## config.mk

```make
export PLATFORM = sky130hd
export DESIGN_NAME = seq_1010_moore
export DESIGN_NICKNAME = d
export VERILOG_FILES = /design/src/rtl/seq_1010_pkg.sv /design/src/rtl/seq_1010_sync.sv /design/src/rtl/seq_1010_moore.sv
export SDC_FILE = /design/constraint.sdc
export NUM_CORES = 1
export LEC_CHECK = 0
export ABC_CLOCK_PERIOD_IN_PS = 2600
export BUFFER_PORTS_ARGS = -buffer_cell sky130_fd_sc_hd__buf_2
export CORE_AREA = 2 2 39 41
export DETAILED_ROUTE_END_ITERATION = 10
export DIE_AREA = 0 0 41 43
export GPL_ROUTABILITY_DRIVEN = 0
export PLACE_DENSITY_LB_ADDON = 0.08
export SYNTH_ARGS = -nofsm -noshare
export SYNTH_HDL_FRONTEND = slang
export SYNTH_SLANG_ARGS = --single-unit
```

## constraint.sdc

```tcl
create_clock -name i_clock -period 2.6 [get_ports i_clock]
set_clock_uncertainty 0.2 [all_clocks]
set_input_delay 0.52 -clock i_clock [delete_from_list [all_inputs] [get_ports i_clock]]
set_output_delay 0.52 -clock i_clock [all_outputs]
set_load 0.03 [all_outputs]
```

## src/rtl/seq_1010_pkg.sv

```systemverilog
// Shared types for the 1-0-1-0 Moore detector: state encoding and width.
package seq_1010_pkg;

  localparam int unsigned STATE_W = 3;

  typedef enum logic [STATE_W-1:0] {
    IDLE  = 3'd0,
    S1    = 3'd1,
    S10   = 3'd2,
    S101  = 3'd3,
    S1010 = 3'd4
  } state_t;

  localparam int unsigned SYNC_STAGES_MIN = 2;
  localparam int unsigned SYNC_STAGES_MAX = 4;

  function automatic logic sync_stages_legal(input int unsigned n);
    return (n >= SYNC_STAGES_MIN) && (n <= SYNC_STAGES_MAX);
  endfunction

endpackage

```

## src/rtl/seq_1010_sync.sv

```systemverilog
// Flop-chain input synchroniser with synchronous active-high reset to 0.
module seq_1010_sync #(
  parameter int unsigned STAGES = 2
) (
  input  logic i_clock,
  input  logic i_reset,
  input  logic i_d,
  output logic o_q
);

  logic [STAGES-1:0] r_chain;

  always_ff @(posedge i_clock) begin
    if (i_reset) begin
      r_chain <= '0;
    end else begin
      r_chain <= {r_chain[STAGES-2:0], i_d};
    end
  end

  assign o_q = r_chain[STAGES-1];

endmodule

```

## src/rtl/seq_1010_moore.sv

```systemverilog
// Moore detector for serial pattern 1-0-1-0 (overlapping) on i_btn.
// Define SEQ_1010_SYNC_EN to insert a SYNC_STAGES-deep synchroniser ahead of the FSM.
module seq_1010_moore
  import seq_1010_pkg::*;
#(
  parameter int unsigned SYNC_STAGES = 2
) (
  input  logic i_clock,
  input  logic i_reset,
  input  logic i_btn,
  output logic o_led
);

  if (!sync_stages_legal(SYNC_STAGES)) begin : g_bad_sync_stages
    $error("seq_1010_moore: SYNC_STAGES must be in 2..4");
  end

  logic   w_bit;
  state_t r_state;
  state_t w_next;

`ifdef SEQ_1010_SYNC_EN
  seq_1010_sync #(
    .STAGES(SYNC_STAGES)
  ) u_sync (
    .i_clock(i_clock),
    .i_reset(i_reset),
    .i_d    (i_btn),
    .o_q    (w_bit)
  );
`else
  assign w_bit = i_btn;
`endif

  always_ff @(posedge i_clock) begin
    if (i_reset) begin
      r_state <= IDLE;
    end else begin
      r_state <= w_next;
    end
  end

  // o_led depends on r_state only, so there is no path from i_btn to the LED.
  always_comb begin
    w_next = IDLE;
    o_led  = 1'b0;
    unique case (r_state)
      IDLE:    w_next = w_bit ? S1   : IDLE;
      S1:      w_next = w_bit ? S1   : S10;
      S10:     w_next = w_bit ? S101 : IDLE;
      S101:    w_next = w_bit ? S1   : S1010;
      S1010: begin
        w_next = w_bit ? S101 : IDLE;
        o_led  = 1'b1;
      end
      default: w_next = IDLE;
    endcase
  end

endmodule

```

## Word-level counts from Yosys, hierarchy flattened

Index checks and enable logic that the tools add are counted.

- Input port bits: 3
- Flip-flop bits (word level): 3
- Logic and storage cells: 13
- Output and inout bits: 1

- Mux-type cells: 6
- Equal/unequal tests: 4
- Reduce and logical (&&, ||, !) cells: 2

Operator list:

| cell | count |
|---|---|
| 3-bit one-hot mux with 4 select lines | 1 |
| 3-bit by 2-bit equality test with 1-bit output (second input constant) | 2 |
| 2-bit two-way mux | 2 |
| 3-bit by 1-bit equality test with 1-bit output (second input constant) | 1 |
| 3-bit equality test (second input constant) | 1 |
| 3-bit zero test | 1 |
| 3-bit two-way mux | 1 |
| 1-bit two-way mux | 2 |
| 2-bit OR reduction | 1 |

## Longest topological paths before layout

Gate-level depths: netlist of run 1.

- Depth after elaboration: 3
- Gate-level depth with buffers: 2
- Gate-level depth less buffers: 2

## Worst setup path before layout of run 1

OpenSTA, ideal clock, no wires.

- Path kind: reg2out
- Start: register r_state[2]
- End: output port o_led
- Path buffers: 0
- Data required time: 1880 ps
- Stages on the path, launching flop included: 2
- Setup slack: 784 ps
- Arrival time: 1096 ps
- Cells stage by stage: dfxtp_1 > nor3b_1

- Word-level cells in the longest chain between the ends: 2

Ends and longest elaborated chain:

| what | line | source |
|---|---|---|
| start, declared | seq_1010_moore.sv:19 | `state_t r_state;` |
| start signal, assigned | seq_1010_moore.sv:39 | `r_state <= w_next;` |
| 3-bit equality test | seq_1010_moore.sv:47 | `unique case (r_state)` |
| 1-bit two-way mux | seq_1010_moore.sv:47 |  |
| end, declared | seq_1010_moore.sv:11 | `output logic o_led` |

No other way between the ends.

## Worst setup path in the final report of run 1

Same ends and word-level chain as after synthesis.

==> results of run 1 <==
==> kinds of logic after synthesis <==
logic type / count (synthesis)
simple gates: 7
flops: 3
compound gates: 2
==> layout make-up <==
class / count / area (µm²) / share of cell area
sequential: 3 / 60.1 / 0.306
timing repair buffer: 3 / 15.0 / 0.0764
tap: 16 / 20.0 / 0.102
clock buffer: 4 / 26.3 / 0.134
multi-input combinational: 9 / 75.1 / 0.382
==> metal layers <==
layer  GRT usage  up-vias
met3      0.0314        2
met1      0.0671       54
met2      0.0500        4
met4       0.100        0
li1            -       62
met5           0        -
==> final timing paths <==
kind / start / end / slack (ns) / depth (start not counted)
worst max-delay path: r_state[2]$_SDFF_PP0_ / o_led / 0.84 / 2
worst min-delay path: i_reset / r_state[1]$_SDFF_PP0_ / 0.27 / 2
worst min register to register: r_state[2]$_SDFF_PP0_ / r_state[0]$_SDFF_PP0_ / 0.41 / 2
worst max register to register: r_state[2]$_SDFF_PP0_ / r_state[1]$_SDFF_PP0_ / 1.26 / 2
==> report_power, final <==
group	leakage, µW	switching (µW)	internal [µW]
clock network	0.0000150	26.5	57.7
registers	0.0000245	1.93	47.7
logic	0.0000385	2.24	3.21
total	0.0000780	30.6	109
==> layout by cell type (no fill, tap or decap), drive strengths merged <==
master,n
buf,3
or4bb,2
or4b,1
nor3b,1
a31oi,1
clkbuf,4
dfxtp,3
o21ai,1
nor2,1
and4b,1
and3b,1
==> synthesized netlist by cell type (all sizes together) <==
library cell,n
nor3b,1
nor2,1
or4bb,2
or4b,1
o21ai,1
a31oi,1
and4b,1
dfxtp,3
and3b,1
==> stage by stage <==
step / cell area [µm²] / hold slack, ns / power (µW)
after floorplan: 135 / 0.331 / 52.4
after detailed placement: 170 / 0.389 / 56.0
after global placement: 170 / 0.397 / 56.1
final: 196 / 0.274 / 139
after global routing: 196 / 0.269 / 150
after CTS: 196 / 0.267 / 144
==> flow_summary.ini, run 1 <==
[run_status]
outcome = finished, final reports clean

[clocking]
cts_buffers = 3
postCtsSetupRepairBufs = 0
ctsResizeCount = 0
ctsLongestPathBuffers = 2
cts_tree = done
clock_latency_ns = 0.24
cts_sinks = 3
htreeDepth = 1
cts_root_buffer = clkbuf_4
holdBufCountCts = 0
clk_pin_slew_ns = 0.04

[yosys]
synth_area_um2 = 135
synth_top_family_by_area = simple AND/OR/NAND/NOR gates
synth-simple-area-share = 0.472
netlist_instances = 12
synth_top_cell_by_area = dfxtp_1
synth_xor_area_frac = 0
ys_seq_area_frac = 0.444
synth_compound_area_frac = 0.0833
synthesis.nets = 15
yosysWarnings = 0
ys_seq_elements = 3
post_synth.cell_area_avg_um2 = 11.3
yosysUniqueCellTypes = 9
yosys-top-cells-area = dfxtp_1 (44%), or4bb_1 (17%), and4b_2 (8.3%)
synth-adder-area-share = 0
synth_top_area_frac = 0.444
yosys-mux-area-fraction = 0

[drt]
top_layer = met4
vias = 122
drt-vias-per-instance = 3.49
firstDrtPassIters = 1
drtIter0Drc = 0
wl_um = 335
drc = 0
ant_nets = 0
wire_per_inst_um = 9.57
wl_met1_um = 186
met2_length_um = 126
wl_met3_um = 11

[worst_setup_path]
crit_path_end_kind = output port
cp_num_buf_inv = 1
cp_data_arrival_time_ns = 1.04
crit_family = flip-flops
required_ns = 1.88
startpoint_type = register
cp_slowest_cell = dfxtp_1
path_cells = nor3b_1 -> buf_2
cpPeakStageDelay_ns = 0.40
path_max_fanout = 6
crit_type = reg2out

[power_and_ir_drop]
p_leak_uw = 0.0000780
pwr_density_cell_mw_per_mm2 = 709
ir_drop_uv = 77.4

[layout]
final_util = 0.142
nNetsFinal = 23
regMostFlops = r_state
drive_gt1_frac = 0.368
largest_reg_flops = 3
reg_top3 = r_state x3
final_cells = 35
syn_to_final_growth_pct = 45.4
antenna_cells = 0
nFillCells = 165

[die]
die_w_um = 41
placementRows = 14
chipHeight_um = 43
core_mm2 = 0.00138
initial_core_util = 0.0976
die_area_mm2 = 0.00176
io_pins = 4

[sta]
finalCritPeriodShare = 0.678
relSlewSlack = 0.881
fmax_mhz = 567
worst_pin_slew_ns = 0.178
tns_ns = 0
fin_crit_ns = 1.76
hold_violations = 0
drv_slew = 0
fin_ws_ns = 0.837
rsz0062_at_grt = false
setup_violations = 0

[global_route]
grt_pass1_vias = 129
grt_overflow = 0
grt_max_degree = 7
antenna_found_initial = 0
grt_pass1_wl_um = 572
grt_usage = 0.0581

[min_path]
min_path_type = in2reg

[placement]
port_buffers = 3
placed_cells = 31
dp_slack_ns = 1.03

[job]
maxCapViolations = 0
(Power assumes the default switching activity.)
==> inputs of run 2 (changes only) <==
--- a/config.mk
+++ b/config.mk
@@ -5,7 +5,8 @@
 export SDC_FILE = /design/constraint.sdc
 export NUM_CORES = 1
 export LEC_CHECK = 0
-export ABC_CLOCK_PERIOD_IN_PS = 2600
+export ABC_AREA = 1
+export ABC_CLOCK_PERIOD_IN_PS = 1820
 export BUFFER_PORTS_ARGS = -buffer_cell sky130_fd_sc_hd__buf_2
 export CORE_AREA = 2 2 39 41
 export DETAILED_ROUTE_END_ITERATION = 10
==> constraint.sdc (replaced) <==
create_clock -name i_clock -period 1.82 [get_ports i_clock]
set_clock_uncertainty 0.2 [all_clocks]
set_input_delay 0.364 -clock i_clock [delete_from_list [all_inputs] [get_ports i_clock]]
set_output_delay 0.364 -clock i_clock [all_outputs]
set_load 0.03 [all_outputs]
==> run 2 against run 1 <==
Effect of this change:
- count of clock-buffer cells in the layout unchanged
- core utilization up 0.27 points
- cell count up 29%
- non-clock buffer count unchanged
- register-to-register slack worse by 0.50 ns
- critical path depth unchanged
- via count up 16%
- design area up 1.9%
- sequential cell count unchanged
- area after synthesis up 2.8%
- critical endpoint unchanged
- largest cell class unchanged
- highest routed layer unchanged
==> flow_summary.ini, run 2 <==
[run_status]
outcome = finished, final reports clean

[yosys]
synth_top_area_frac = 0.432
synthFlopType = dfxtp_1
post_synth.cell_area_avg_um2 = 6.31
synthArstFlopShare = 0
ys_seq_elements = 3
yosysUniqueCellTypes = 8
synth_commonest_cells = nand2_1 (5), nor2_1 (5), inv_1 (4)
yosys-top-cells-area = dfxtp_1 (43%), nand2_1 (14%), nor2_1 (14%)
ys_seq_area_frac = 0.432
synthesis.nets = 25
yosysWarnings = 0
netlist_instances = 22
synth_edf_count = 0
synth_top_cell_by_area = dfxtp_1
synth_area_um2 = 139

[global_route]
met2_usage = 0.0469
grt.met3_usage = 0.0314
grt.busiest_layer = met4
grtUsageMet1 = 0.0383
antenna_found_initial = 0
grt_max_degree = 7
grt_pass1_wl_um = 441
grt_usage = 0.0451
grt_overflow = 0
grt_pass1_vias = 131

[layout]
multi_input_area_um2 = 63.8
drive_gt1_frac = 0.207
nNetsFinal = 33
reg_top3 = r_state x3
nFillCells = 161
final_util = 0.145
register_area_um2 = 60.1
antenna_cells = 0
largest_reg_flops = 3
layout_common_cells = nand2_1 (5), nor2_1 (5), inv_1 (4)
syn_to_final_growth_pct = 44.1
regMostFlops = r_state

[die]
placementRows = 14
die_w_um = 41
chipHeight_um = 43
initial_core_util = 0.100
core_mm2 = 0.00138
io_pins = 4
die_area_mm2 = 0.00176

[placement]
port_buffers = 3
dp_hpwl_um = 234

[sta]
fin_crit_ns = 1.56
drv_slew = 0
whs_ns = 0.125
tns_ns = 0
hold_violations = 0
rsz0062_at_grt = false
setup_violations = 0
relSlewSlack = 0.877
fmax_mhz = 642
worst_pin_slew_ns = 0.185
finalCritPeriodShare = 0.856

[clocking]
clk_pin_slew_ns = 0.04
ctsLongestPathBuffers = 2
cts_buffers = 3
clock_latency_ns = 0.23
cts_tree = done
cts_sinks = 3
cts_root_buffer = clkbuf_4
holdBufCountCts = 0
htreeDepth = 1
ctsResizeCount = 0
postCtsSetupRepairBufs = 0

[worst_setup_path]
cp_data_arrival_time_ns = 0.99
reg2reg_to = r_state[1]$_SDFF_PP0_
crit_type = reg2out
rrSetupSlack_ns = 0.76
cpPeakStageDelay_ns = 0.34
path_max_fanout = 6
startpoint_type = register
rr_startpoint = r_state[1]$_SDFF_PP0_
path_cells = nor3_1 -> buf_2
worstRegToRegCells = 5
cp_slowest_cell = dfxtp_1
crit_path_end_kind = output port
required_ns = 1.26

[power_and_ir_drop]
ir_drop_uv = 192
p_int_uw = 155
pwr_density_cell_mw_per_mm2 = 978
p_sw_uw = 41.0
p_leak_uw = 0.0000962
total_power_uw = 196
share_comb_of_total_power = 0.050
clkPwrFrac = 0.587
netSwitchingFraction = 0.210
power_frac_seq = 0.362

[drt]
drc = 0
wire_per_inst_um = 6.44
wl_um = 290
drt-vias-per-instance = 3.16
ant_nets = 0
vias = 142
drtIter0Drc = 3
firstDrtPassIters = 2

[min_path]
min_path_type = in2reg
min_path_cells = 2
hold_start = i_reset
holdPathEnd = r_state[0]$_SDFF_PP0_

[job]
maxCapViolations = 0
==> run 2: area by class of cell <==
type | count | area share
Sequential cell | 3 | 0.300
Multi-Input combinational cell | 15 | 0.319
Clock buffer | 4 | 0.131
Timing Repair Buffer | 3 | 0.0750
Tap cell | 16 | 0.100
Inverter | 4 | 0.0750
==> run 2: worst max-delay path: cells and delay by family (launching register included) <==
family,cells,cell delay [ns]
buffers and inverters,1,0.22
AND/OR/NAND/NOR,1,0.20
flip-flops,1,0.34
==> run 2: worst max-delay path by stage <==
stage               slack, ns                   from     to
floorplan                0.22  r_state[1]$_SDFF_PP0_  o_led
global placement         0.52  r_state[1]$_SDFF_PP0_  o_led
detailed placement       0.51  r_state[1]$_SDFF_PP0_  o_led
CTS                      0.26  r_state[1]$_SDFF_PP0_  o_led
global route             0.22  r_state[1]$_SDFF_PP0_  o_led
finish                   0.26  r_state[1]$_SDFF_PP0_  o_led
==> run 2: layer usage <==
metal,part of all wire,vias to the layer above
li1,-,81
met1,0.49,57
met2,0.44,2
met3,0.038,2
met4,0.028,0
met5,0,-
==> run 2: per-stage QoR <==
step	setup slack (ns)	std cells	instance area [µm²]
2_1_floorplan	0.218	22	139
5_1_grt	0.224	45	200
6_report	0.262	45	200
4_1_cts	0.255	45	200
3_3_place_gp	0.520	41	174
3_5_place_dp	0.510	41	174
==> run 2: cells by family after synthesis <==
group / count (synthesis) / share of synthesized area
flops: 3 / 0.432
buf+inv: 4 / 0.108
simple gates: 14 / 0.423
compound gates: 1 / 0.0360
==> run 2: power groups by stage <==
stage / registers, µW / logic, µW / clock network [µW]
2_1_floorplan: 71.3 / 6.15 / 0
3_3_place_gp: 72.1 / 10.3 / 0
3_5_place_dp: 71.9 / 10.0 / 0
4_1_cts: 70.9 / 10.0 / 122
5_1_grt: 71.3 / 11.3 / 125
6_report: 71.0 / 9.83 / 115
